--- config.mk ---
export PLATFORM = sky130hd
export DESIGN_NAME = uart_byte_rx
export DESIGN_NICKNAME = d
export VERILOG_FILES = /design/src/rtl/uart_pkg.sv /design/src/rtl/sync_2ff.sv /design/src/rtl/uart_byte_rx.sv
export SDC_FILE = /design/constraint.sdc
export NUM_CORES = 1
export LEC_CHECK = 0
export BUFFER_PORTS_ARGS = -buffer_cell sky130_fd_sc_hd__buf_2
export CAP_MARGIN = 5
export CORE_MARGIN = 4
export CORE_UTILIZATION = 58
export DETAILED_ROUTE_END_ITERATION = 7
export PLACE_DENSITY = 0.83
export SETUP_SLACK_MARGIN = 0.15
export SYNTH_ARGS = -nofsm -noshare
export SYNTH_HDL_FRONTEND = slang
export SYNTH_SLANG_ARGS = --single-unit
--- constraint.sdc ---
create_clock -name clk -period 4.85 [get_ports clk]
set_input_delay 0.97 -clock clk [delete_from_list [all_inputs] [get_ports clk]]
set_output_delay 0.97 -clock clk [all_outputs]
set_load 0.02 [all_outputs]
--- src/rtl/uart_pkg.sv ---
// uart_pkg: definitions shared by the UART receive and transmit blocks.
//   - FSM state encoding (IDLE=0 .. WAIT_HIGH=4), kept as plain logic
//     constants so older blocks that compare raw state values still line up.
//   - Helpers that derive clocks-per-bit and half-bit counts from the
//     clock frequency and bit rate.
package uart_pkg;

    localparam logic [2:0] ST_IDLE      = 3'd0;
    localparam logic [2:0] ST_START     = 3'd1;
    localparam logic [2:0] ST_DATA      = 3'd2;
    localparam logic [2:0] ST_STOP      = 3'd3;
    localparam logic [2:0] ST_WAIT_HIGH = 3'd4;

    // Clock cycles per serial bit (integer division, truncating).
    function automatic int calc_cpb(input int clk_hz, input int bit_rate);
        return clk_hz / bit_rate;
    endfunction

    // Cycles from the detected start edge to the middle of the start bit.
    function automatic int calc_half(input int cpb);
        return cpb / 2;
    endfunction

endpackage

--- src/rtl/sync_2ff.sv ---
// sync_2ff: two-flop synchronizer for a single asynchronous input.
//   clk       - destination clock
//   rst       - synchronous, active-high reset; both flops load RESET_VAL
//   d         - asynchronous input
//   q         - synchronized output, two clk cycles behind d
// Also used for push-button inputs, hence the parameterised reset value.
module sync_2ff #(
    parameter logic RESET_VAL = 1'b1
) (
    input  logic clk,
    input  logic rst,
    input  logic d,
    output logic q
);

    logic meta;

    // NOTE: flops are written with non-blocking assignments so that q picks up
    // the old value of meta, giving a true two-stage pipeline rather than a wire.
    always_ff @(posedge clk) begin
        if (rst) begin
            meta <= RESET_VAL;
            q    <= RESET_VAL;
        end else begin
            meta <= d;
            q    <= meta;
        end
    end

endmodule

--- src/rtl/uart_byte_rx.sv ---
// uart_byte_rx: 8N1 (LSB-first) UART receiver.
//   clk               - system clock (single domain)
//   rst               - synchronous, active-high reset
//   uart_rxd          - asynchronous serial input, idles high
//   uart_rx_data      - last correctly framed byte, held until the next one
//   uart_rx_valid     - one-cycle strobe: uart_rx_data is new this cycle
//   uart_rx_frame_err - one-cycle strobe: stop bit was sampled low
// Each bit is sampled once at its centre, timed from the detected start edge.
// After a bad stop bit the receiver waits for the line to return high so a
// held-low (break) line is not decoded as a stream of start bits.
module uart_byte_rx
    import uart_pkg::*;
#(
    parameter int CLK_HZ       = 50_000_000,
    parameter int BIT_RATE     = 9600,
    parameter int PAYLOAD_BITS = 8
) (
    input  logic                    clk,
    input  logic                    rst,
    input  logic                    uart_rxd,
    output logic [PAYLOAD_BITS-1:0] uart_rx_data,
    output logic                    uart_rx_valid,
    output logic                    uart_rx_frame_err
);

    localparam int CPB   = calc_cpb(CLK_HZ, BIT_RATE);
    localparam int HALF  = calc_half(CPB);
    localparam int CNT_W = (CPB > 1) ? $clog2(CPB) : 1;
    localparam int IDX_W = (PAYLOAD_BITS > 1) ? $clog2(PAYLOAD_BITS) : 1;

    localparam logic [CNT_W-1:0] CNT_FULL = CNT_W'(CPB - 1);
    localparam logic [CNT_W-1:0] CNT_HALF = CNT_W'(HALF - 1);
    localparam logic [IDX_W-1:0] IDX_LAST = IDX_W'(PAYLOAD_BITS - 1);

    // Below 4 clocks per bit there is no usable bit centre to sample at.
    generate
        if (CPB < 4) begin : g_cpb_too_small
            $error("uart_byte_rx: CLK_HZ/BIT_RATE must be at least 4");
        end
    endgenerate

    logic                    rxd_s;
    logic [2:0]              state;
    logic [CNT_W-1:0]        cnt;
    logic [IDX_W-1:0]        bit_idx;
    logic [PAYLOAD_BITS-1:0] shift_reg;
    logic [PAYLOAD_BITS:0]   shift_ext;
    logic                    cnt_zero;
    logic                    data_sample;

    sync_2ff #(
        .RESET_VAL(1'b1)
    ) u_sync (
        .clk (clk),
        .rst (rst),
        .d   (uart_rxd),
        .q   (rxd_s)
    );

    assign cnt_zero    = (cnt == '0);
    assign data_sample = (state == ST_DATA) && cnt_zero;

    // New bit enters at the MSB; after PAYLOAD_BITS shifts the first bit
    // received sits at bit 0. Written this way to stay legal for 1-bit payloads.
    assign shift_ext = {rxd_s, shift_reg};

    // NOTE: the shift register is deliberately not reset: it is fully
    // overwritten by every frame before it can reach uart_rx_data.
    always_ff @(posedge clk) begin
        if (data_sample) begin
            shift_reg <= shift_ext[PAYLOAD_BITS:1];
        end
    end

    always_ff @(posedge clk) begin
        if (rst) begin
            state             <= ST_IDLE;
            cnt               <= '0;
            bit_idx           <= '0;
            uart_rx_data      <= '0;
            uart_rx_valid     <= 1'b0;
            uart_rx_frame_err <= 1'b0;
        end else begin
            // Strobes are single-cycle unless a branch below raises them.
            uart_rx_valid     <= 1'b0;
            uart_rx_frame_err <= 1'b0;

            case (state)
                ST_IDLE: begin
                    if (!rxd_s) begin
                        cnt   <= CNT_HALF;
                        state <= ST_START;
                    end
                end

                ST_START: begin
                    if (cnt_zero) begin
                        if (!rxd_s) begin
                            cnt     <= CNT_FULL;
                            bit_idx <= '0;
                            state   <= ST_DATA;
                        end else begin
                            // Line already back high at mid-start: a glitch.
                            state <= ST_IDLE;
                        end
                    end else begin
                        cnt <= cnt - CNT_W'(1);
                    end
                end

                ST_DATA: begin
                    if (cnt_zero) begin
                        cnt     <= CNT_FULL;
                        bit_idx <= bit_idx + IDX_W'(1);
                        if (bit_idx == IDX_LAST) begin
                            state <= ST_STOP;
                        end
                    end else begin
                        cnt <= cnt - CNT_W'(1);
                    end
                end

                ST_STOP: begin
                    if (cnt_zero) begin
                        // Leaving at mid-stop-bit lets an immediately
                        // following start edge be caught in IDLE.
                        if (rxd_s) begin
                            uart_rx_data  <= shift_reg;
                            uart_rx_valid <= 1'b1;
                            state         <= ST_IDLE;
                        end else begin
                            uart_rx_frame_err <= 1'b1;
                            state             <= ST_WAIT_HIGH;
                        end
                    end else begin
                        cnt <= cnt - CNT_W'(1);
                    end
                end

                ST_WAIT_HIGH: begin
                    if (rxd_s) begin
                        state <= ST_IDLE;
                    end
                end

                default: begin
                    state <= ST_IDLE;
                end
            endcase
        end
    end

endmodule
==> results of run 1 <==
==> synth_stat cells, types with 2 or more instances <==
cell and instances:
nand2b_1 3, a2111oi_0 2, nand3_1 2, clkbuf_1 8, o22ai_1 3, or3_1 2
a21oi_1 13, nand2_1 9, a21o_1 4, nor4_1 4, a22oi_1 2, or2_2 3
nor2b_1 2, xnor2_1 2, dfxtp_1 31, a211o_1 2, o21ai_0 4, a211oi_1 3
mux2i_1 10, nand4_1 2, buf_6 3, inv_1 4, nor2_1 25, ha_1 4
nor3_1 14, edfxtp_1 8
==> power groups by stage <==
stage,clock [uW],combinational [uW],sequential (uW)
2_1_floorplan,0,111,353
3_3_place_gp,0,113,357
3_5_place_dp,0,117,358
4_1_cts,268,118,350
5_1_grt,290,132,352
6_report,261,121,351
==> through the flow <==
step                instances  hold slack [ns]  cell area (sq um)  utilization [%]  total power [uW]
global placement          233            0.391               1860             64.5               470
finish                    241            0.422               1960             68.0               733
floorplan                 191            0.389               1810                -               464
CTS                       241            0.426               1960             68.0               736
global route              241            0.458               1960             68.0               775
detailed placement        233            0.400               1860             64.5               475
==> cells by family after synthesis <==
family	share of synthesized area, %
adder cells (fa/ha/maj)	2.77
multiplexers	5.54
AO/OA/AOI/OAI	16.9
XOR/XNOR	0.969
buffers and inverters	4.84
flip-flops	47.6
AND/OR/NAND/NOR	21.4
==> per-layer routing <==
metal	part of all wire, %	track usage [%]	up-vias
li1	-	-	712
met1	42	22.6	688
met2	49	32.6	54
met3	5.9	5.78	13
met4	2.7	7.28	0
met5	0	0	-
==> path summary, 6_finish.rpt <==
path | start | end | slack [ns] | cells past startpoint
worst max-delay path | cnt[0] | cnt[3] | 2.23 | 7
worst min register to register | u_sync.meta | u_sync.q | 0.42 | 1
worst min-delay path | u_sync.meta | u_sync.q | 0.42 | 1
worst max register to register | cnt[0] | cnt[3] | 2.23 | 7
==> critical path, delay by kind of cell, from the launching register on <==
family,cells,cell delay [ns]
AND/OR/NAND/NOR,3,1.39
AO/OA/AOI/OAI,2,0.54
adder cells (fa/ha/maj),1,0.13
flip-flops,1,0.35
buffers and inverters,1,0.09
==> final cells by class <==
type	count	area [sq um]
fillers	244	920
clock buffers	6	41.3
inverters	4	15.0
clock inverters	2	60.1
repair buffers	13	67.6
well taps	42	52.6
multi-input cells	135	860
flip-flops and latches	39	861
==> metrics.md, run 1 <==
| Metric | Value |
|---|---|
| Worst Path Max Fanout | `8` |
| Max_slew headroom | `42.5%` |
| Clk_lat worst skew | `0.34 ns` |
| RSZ-0062 raised after global routing | `no` |
| Post-Place Setup Slack | `2.28 ns` |
| Number of diodes | `0` |
| Largest net degree at the start of global routing | `37` |
| Critical Path, Cell by Cell | `inv_1 -> ha_1 -> or4b_2 -> nor3_1 -> a21oi_1 -> a21oi_1 -> nor3_1` |
| Drt pass-1 iters | `4` |
| Register area share after synthesis | `47.6%` |
| Core ar. | `0.00288 sq mm` |
| Combinational Power Share | `16.5%` |
| Largest cells by area after synthesis | `dfxtp_1 (34%), edfxtp_1 (13%), mux2i_1 (5.5%), nor2_1 (5.2%), nor3_1 (3.9%)` |
| Crit-path slowest cell | `nor3_1` |
| Critical path data arrival time | `2.83 ns` |
| Avg Vias per Cell | `6.09` |
| DRC viols | `0` |
| Vias in the first global route | `1393` |
| Initial DRC Count | `94` |
| Ys Warns | `0` |
| Die Y | `63.8 um` |
| Starting density of the core | `62.9%` |
| Avg WL per Cell | `15.1 um` |
| Max reg flops | `13` |
| Routability cong. | `0.932` |
| Clk buf depth | `2` |
| HP Class | `reg2reg` |
| Synthesized instance count | `191` |
| Layout Area Growth over Synthesis | `8.24%` |
| Ratio of cells with drive above 1 in the final layout | `14.1%` |
| Seq cells post-synth | `39` |
| Slack of the critical path | `2.23 ns` |
| Power per cell area | `374 mW/mm^2` |
| Post-CTS Resized | `0` |
| GRT Resource Usage Total | `19.2%` |
| Post-CTS setup buffers | `0` |
| CP peak stage delay | `0.69 ns` |
| Syn avg cell area | `9.47 sq um` |
| DPL Wire Length | `2.56 mm` |
| FP Rows | `19` |
| Most common cell after layout, fill and taps aside | `dfxtp_1` |
| Worst slew pin tran | `0.856 ns` |
| VDD IR max | `249 uV` |
| Sink Count | `39` |
| Achievable Freq | `381 MHz` |
| Switching share of power | `25.6%` |
| Setup TNS | `0 ns` |
| Pint | `545 uW` |
| Synth top area share | `34.3%` |
| Status | `finished, final reports clean` |
| Commonest non-fill, non-tap cells in the layout | `dfxtp_1 (31), nor2_1 (25), nor3_1 (14)` |
| Die area | `0.00407 sq mm` |
| Via count | `1467` |
| Post-route ant nets | `0` |
| Die span in x | `63.8 um` |
| Port buffer count | `12` |
| Num ports | `13` |
| Final net count | `205` |
| Clock Power Share | `35.6%` |
| Static leakage | `0.000717 uW` |
| CTS Root Cell | `clkbuf_4` |
| Max H-tree Level | `2` |
| Global route total overflow | `0` |
| Crit path kind | `reg2reg` |
| Num CTS Buffers | `5` |
| Syn_nets | `198` |
| Clock skew | `0.00645 ns` |
| Largest area contributor in the netlist | `dfxtp_1` |
| Final worst-path cycle share | `54.1%` |
| NetSw | `187 uW` |
| Asr flop ratio synth | `0%` |
| Predominant post-synthesis flop cell | `dfxtp_1` |
| TritonCTS clock tree | `done` |
| Worst setup EP type | `register` |
| Critical Path RT | `5.06 ns` |
| Hold Vio Cnt, Final | `0` |
| Cts hold-fix bufs | `0` |
| Slew Limit Fails | `0` |
| Synth cell types | `48` |
| First-pass GRT wire length | `6.24 mm` |
| EDFF count, synth | `8` |
| Initial antenna violation count | `0` |
| Max Cap Violations | `0` |
| Clock-pin slew on the worst setup and hold paths | `0.10 ns` |
| Sequential power share | `47.9%` |
| Final setup violation count | `0` |
| Final worst path period need | `2.62 ns` |
| Routed WL | `3.64 mm` |
| Critical path startpoint category | `register` |
| Mapped Area | `0.00181 sq mm` |
(Power assumes the default switching activity.)
==> run 2, diff against run 1 <==
Settings changed: ABC_AREA set to 1, CORE_UTILIZATION 58 to 53, PLACE_DENSITY 0.83 to 0.8.
Clock period 4.85 ns to 2.2 ns, I/O delays scaled along.
==> metrics.md, run 2 <==
| Metric | Value |
|---|---|
| Crit path from | `cnt[0]` |
| Static leakage | `0.000928 uW` |
| Die span in x | `66.5 um` |
| Post-synthesis mux area share | `0%` |
| Post-route cell area | `0.00202 sq mm` |
| Xor/xnor share of the synthesized area | `1.45%` |
| Avg Vias per Cell | `5.21` |
| Port buffer count | `12` |
| Combinational Power Share | `47.4%` |
| Global route total overflow | `0` |
| Critical path data arrival time | `1.97 ns` |
| Final worst path period need | `1.72 ns` |
| Setup TNS | `0 ns` |
| Hold Vio Cnt, Final | `0` |
| Ratio of cells with drive above 1 in the final layout | `11.5%` |
| CTS Root Cell | `clkbuf_4` |
| Max_slew headroom | `68.7%` |
| Clock skew | `0.00799 ns` |
| Slack of the critical path | `0.481 ns` |
| FILL cells | `302` |
| Num ports | `13` |
| Initial antenna violation count | `0` |
| DPL Wire Length | `2.66 mm` |
| Post-Place Setup Slack | `0.500 ns` |
| Synthesized instance count | `249` |
| Critical Path RT | `2.46 ns` |
| Register area | `861 sq um` |
| Flop2flop setup slack | `0.48 ns` |
| VDD IR max | `765 uV` |
| Clock-pin slew on the worst setup and hold paths | `0.12 ns` |
| DRC viols | `0` |
| Clk buf depth | `2` |
| Synth cell types | `23` |
| CP peak stage delay | `0.32 ns` |
| Buf/Inv on CP | `3` |
| Synth top area share | `34.2%` |
| Status | `finished, final reports clean` |
| Routability cong. | `0.898` |
| Layout Area Growth over Synthesis | `11.4%` |
| Seq cells post-synth | `39` |
| Power per cell area | `1350 mW/mm^2` |
| Switching share of power | `43.9%` |
| Max H-tree Level | `2` |
| Post-route ant nets | `0` |
| Post-CTS setup buffers | `0` |
| First-pass GRT wire length | `6.49 mm` |
| Core ar. | `0.00315 sq mm` |
| GRT Resource Usage Total | `19.3%` |
| Max reg flops | `13` |
| EDFF count, synth | `8` |
| Reg-to-Reg End | `uart_rx_data[5]` |
| Most common cell after layout, fill and taps aside | `nand2_1` |
| Most frequent cell after synthesis | `nand2_1` |
| Final Total Pwr | `2740 uW` |
| Drt pass-1 iters | `5` |
| Achievable Freq | `582 MHz` |
| Largest area contributor in the netlist | `dfxtp_1` |
| Worst reg2reg path depth | `11` |
| Final setup violation count | `0` |
| Commonest non-fill, non-tap cells in the layout | `nand2_1 (50), nor2_1 (47), dfxtp_1 (31)` |
| Post-CTS Resized | `0` |
| Largest family of logic cells by synthesized area | `simple AND/OR/NAND/NOR gates` |
| Worst Path Max Fanout | `9` |
| Avg WL per Cell | `11.8 um` |
| Pint | `1540 uW` |
| Routed WL | `3.70 mm` |
| Cell Area, Placed | `0.00194 sq mm` |
| Crit-path slowest cell | `dfxtp_1` |
| Delay-heaviest family, CP | `simple AND/OR/NAND/NOR gates` |
| Final net count | `276` |
| Starting density of the core | `57.6%` |
| Via count | `1635` |
| Worst slew pin tran | `0.467 ns` |
| Hold_sp | `uart_rxd` |
| Max Cap Violations | `0` |
| Critical Path, Cell by Cell | `inv_1 -> ha_1 -> nand2_1 -> nor2_1 -> nand2_1 -> nor2_1 -> inv_1 -> nor3_1 -> clkinv_1 -> nor2_1 -> nor2_1` |
| Sink Count | `39` |
| Critical path startpoint category | `register` |
| Hold depth | `2` |
| Predominant post-synthesis flop cell | `dfxtp_1` |
| HP Class | `in2reg` |
| Multi-input logic area | `820 sq um` |
| Synth cell count leaders | `nand2_1 (50), nor2_1 (47), dfxtp_1 (31)` |
| Syn_nets | `256` |
| Final worst-path cycle share | `78.1%` |
| Cts hold-fix bufs | `0` |
| Asr flop ratio synth | `0%` |
| Slew Limit Fails | `0` |
| Crit path kind | `reg2reg` |
| Sequential power share | `35.1%` |
| Post-layout util | `64.2%` |
| Largest cells by area after synthesis | `dfxtp_1 (34%), edfxtp_1 (13%), nand2_1 (10%), nor2_1 (9.7%), o21ai_0 (6.3%)` |
| Largest net degree at the start of global routing | `18` |
| Ys Warns | `0` |
| TritonCTS clock tree | `done` |
| Worst setup EP type | `register` |
| Clk_lat worst skew | `0.35 ns` |
| Vias in the first global route | `1509` |
| Register area share after synthesis | `47.4%` |
| Reg2reg start | `cnt[0]` |
| Mapped Area | `0.00182 sq mm` |
| Number of diodes | `0` |
| Num CTS Buffers | `5` |
| Initial DRC Count | `87` |
| Clock Power Share | `17.5%` |
| Crit-path most repeated cell | `nor2_1` |
| Syn avg cell area | `7.29 sq um` |
| Die Y | `66.5 um` |
| NetSw | `1200 uW` |
| Hold Crit Endpoint | `u_sync.meta` |
| Die area | `0.00443 sq mm` |
| Synth Area in Compound Gates | `12.2%` |
| Synth Area in Adders | `2.76%` |
| RSZ-0062 raised after global routing | `no` |
| Simple-Gate Fraction of Synth Area | `28.7%` |
| FP Rows | `20` |
## run 2: worst max-delay path by stage
| stage | endpoint | slack [ns] | depth (start not counted) |
|---|---|---|---|
| 6_report | uart_rx_data[5] | 0.48 | 11 |
| 3_5_place_dp | uart_rx_data[5] | 0.50 | 11 |
| 5_1_grt | uart_rx_data[5] | 0.29 | 11 |
| 4_1_cts | uart_rx_data[5] | 0.49 | 11 |
| 3_3_place_gp | uart_rx_data[3] | 0.57 | 11 |
| 2_1_floorplan | shift_reg[0] | 0.57 | 8 |
## run 2: cell families (layout without fill, tap and decap cells)
group | Yosys count | in the layout
adder cells (fa/ha/maj) | 4 | 4
XOR/XNOR | 3 | 3
buffers and inverters | 34 | 55
AND/OR/NAND/NOR | 125 | 125
flip-flops | 39 | 39
AO/OA/AOI/OAI | 44 | 44
## run 2: per-stage QoR
step,hold WS (ns),instances
global route,0.267,314
CTS,0.260,314
finish,0.266,314
floorplan,0.389,249
detailed placement,0.405,306
global placement,0.392,306
## run 2: routing by layer
metal | wire (um) | up-vias | track usage, %
met5 | 0 | - | 0
met2 | 1790 | 27 | 32.3
li1 | - | 841 | -
met4 | 53 | 0 | 6.85
met3 | 162 | 6 | 5.06
met1 | 1690 | 761 | 23.8
## run 2: power groups by stage
stage                     Combinational (uW)  Sequential (uW)  Clock, uW
after floorplan                         1020              954          0
after global placement                  1250              972          0
after detailed placement                1280              974          0
after CTS                               1290              958        492
after global routing                    1490              975        517
final                                   1300              961        478
## run 2: final cells by class
class                      instances  area share (%)
tap                               44            2.72
inverter                          31            5.75
sequential                        39            42.5
clock buffer                       5            1.86
timing repair buffer              16            4.45
clock inverter                     3            2.16
multi-input combinational        176            40.5
==> run 3, diff against run 2 <==
Clock period 2.2 ns to 1.56 ns, I/O delays scaled along.
==> metrics.md, run 3 (synthesis gave the netlist of run 2 again) <==
| Metric | Value |
|---|---|
| Die span in x | `66.5 um` |
| Slack of the critical path | `-0.0861 ns` |
| Worst slew pin tran | `0.523 ns` |
| Starting density of the core | `57.6%` |
| Post-route ant nets | `0` |
| Register area | `875 sq um` |
| Failing checks | `setup timing` |
| Cts hold-fix bufs | `0` |
| Final worst-path cycle share | `106%` |
| Combinational Power Share | `58.7%` |
| Critical Path RT | `1.87 ns` |
| Final net count | `293` |
| Drt pass-1 iters | `5` |
| RSZ-0062 raised after global routing | `yes` |
| Layout Area Growth over Synthesis | `32.3%` |
| DPL Wire Length | `2.88 mm` |
| First-pass GRT wire length | `7.82 mm` |
| Clk buf depth | `2` |
| Post-Place Setup Slack | `-0.0602 ns` |
| Static leakage | `0.00104 uW` |
| Global route total overflow | `0` |
| Flop2flop setup slack | `-0.09 ns` |
| Largest net degree at the start of global routing | `18` |
| Number of diodes | `0` |
| Clock Power Share | `14.1%` |
| Reg2reg start | `cnt[2]` |
| Max_slew headroom | `65.1%` |
| Delay-heaviest family, CP | `simple AND/OR/NAND/NOR gates` |
| FP Rows | `20` |
| CTS Root Cell | `clkbuf_4` |
| Routed WL | `5.14 mm` |
| Max H-tree Level | `2` |
| Initial antenna violation count | `0` |
| Pint | `2700 uW` |
| Sink Count | `39` |
| HP Class | `in2reg` |
| Core ar. | `0.00315 sq mm` |
| Die area | `0.00443 sq mm` |
| GRT Resource Usage Total | `23.3%` |
| Worst setup EP type | `register` |
| Buf/Inv on CP | `1` |
| NetSw | `2430 uW` |
| Hold depth | `2` |
| Worst Path Max Fanout | `7` |
| Clock-pin slew on the worst setup and hold paths | `0.13 ns` |
| Num CTS Buffers | `5` |
| Num ports | `13` |
| Hold Vio Cnt, Final | `0` |
| Clock skew | `0.0150 ns` |
| Reg-to-Reg End | `cnt[7]` |
| Status | `complete, but fails checks` |
| Max Cap Violations | `0` |
| Routability cong. | `0.899` |
| Most common cell after layout, fill and taps aside | `nand2_1` |
| Die Y | `66.5 um` |
| Hold Crit Endpoint | `u_sync.meta` |
| Commonest non-fill, non-tap cells in the layout | `nand2_1 (39), nor2_1 (28), inv_1 (25)` |
| TritonCTS clock tree | `done` |
| Critical path startpoint category | `register` |
| Critical path data arrival time | `1.96 ns` |
| Crit path kind | `reg2reg` |
| Via count | `1858` |
| Avg Vias per Cell | `5.61` |
| Final setup violation count | `23` |
| Multi-input logic area | `0.00103 sq mm` |
| Power per cell area | `2140 mW/mm^2` |
| Crit-path slowest cell | `dfxtp_2` |
| Switching share of power | `47.3%` |
| Slew Limit Fails | `0` |
| Final worst path period need | `1.65 ns` |
| VDD IR max | `1300 uV` |
| Hold_sp | `uart_rxd` |
| Clk_lat worst skew | `0.37 ns` |
| DRC viols | `0` |
| Sequential power share | `27.2%` |
| Vias in the first global route | `1747` |
| Critical Path, Cell by Cell | `nor2_2 -> nand2_1 -> nor2_4 -> nand3_1 -> nor2_2 -> nor2_4 -> buf_6 -> nand2_1 -> nand2_1 -> a21oi_1` |
| Post-layout util | `76.2%` |
| Initial DRC Count | `156` |
| FILL cells | `218` |
| CP peak stage delay | `0.37 ns` |
| Worst reg2reg path depth | `10` |
| Port buffer count | `12` |
| Achievable Freq | `607 MHz` |
| Crit-path most repeated cell | `nand2_1` |
| Avg WL per Cell | `15.5 um` |
| Ratio of cells with drive above 1 in the final layout | `35.9%` |
| Max reg flops | `13` |
[run 3: cell type report]
cell class                 instances  share of cell area, %
clock buffer                       5                   1.56
clock inverter                     3                   1.98
inverter                          31                   5.16
multi-input combinational        176                   42.8
sequential                        39                   36.4
tap                               44                   2.29
timing repair buffer              32                   9.59
timing repair inverter             1                  0.208
[run 3: worst reg2reg max path, stage by stage (launching register included)]
cell and delay, ns:
dfxtp_2 0.37, nor2_2 0.17, nand2_1 0.14, nor2_4 0.21
nand3_1 0.12, nor2_2 0.15, nor2_4 0.08, buf_6 0.14
nand2_1 0.05, nand2_1 0.04, a21oi_1 0.13
[run 3: worst max-delay path by stage]
stage,end,startpoint,cells after the start
after floorplan,shift_reg[0],cnt[0],8
after global placement,uart_rx_data[7],cnt[0],11
after detailed placement,uart_rx_data[0],cnt[0],11
after CTS,uart_rx_data[7],cnt[0],11
after global routing,cnt[7],cnt[2],10
final,cnt[7],cnt[2],10
[run 3: repair_timing]
action | 4_1_cts | 5_1_grt
pin swaps | 17 | 14
buffers inserted | 4 | 1
setup endpoints to repair | 36 | 37
gates resized for setup | 37 | 44
cloned | 1 | 0
[run 3: power groups by stage]
stage                     sequential [uW]  clock, uW  combinational [uW]
after floorplan                      1350          0                1470
after global placement               1350          0                1970
after detailed placement             1360          0                2020
after CTS                            1370        723                2360
after global routing                 1420        777                3300
final                                1400        723                3010
[run 3: routing by layer]
| layer | up-vias | part of all wire, % | track usage, % | wire, um |
|---|---|---|---|---|
| met5 | - | 0 | 0 | 0 |
| met4 | 0 | 3.7 | 8.88 | 190 |
| li1 | 878 | - | - | - |
| met1 | 857 | 40 | 26.6 | 2040 |
| met3 | 25 | 6.0 | 5.56 | 309 |
| met2 | 98 | 51 | 41.5 | 2610 |
[run 3: through the flow]
stage,area [sq um],TNS [ns],power [uW],instances,hold WS [ns]
2_1_floorplan,1830,0,2820,249,0.381
3_3_place_gp,2050,0,3320,317,0.392
3_5_place_dp,2050,-0.329,3380,317,0.403
4_1_cts,2270,-0.0177,4450,330,0.124
5_1_grt,2400,-3.11,5500,331,0.107
6_report,2400,-0.939,5130,331,0.131
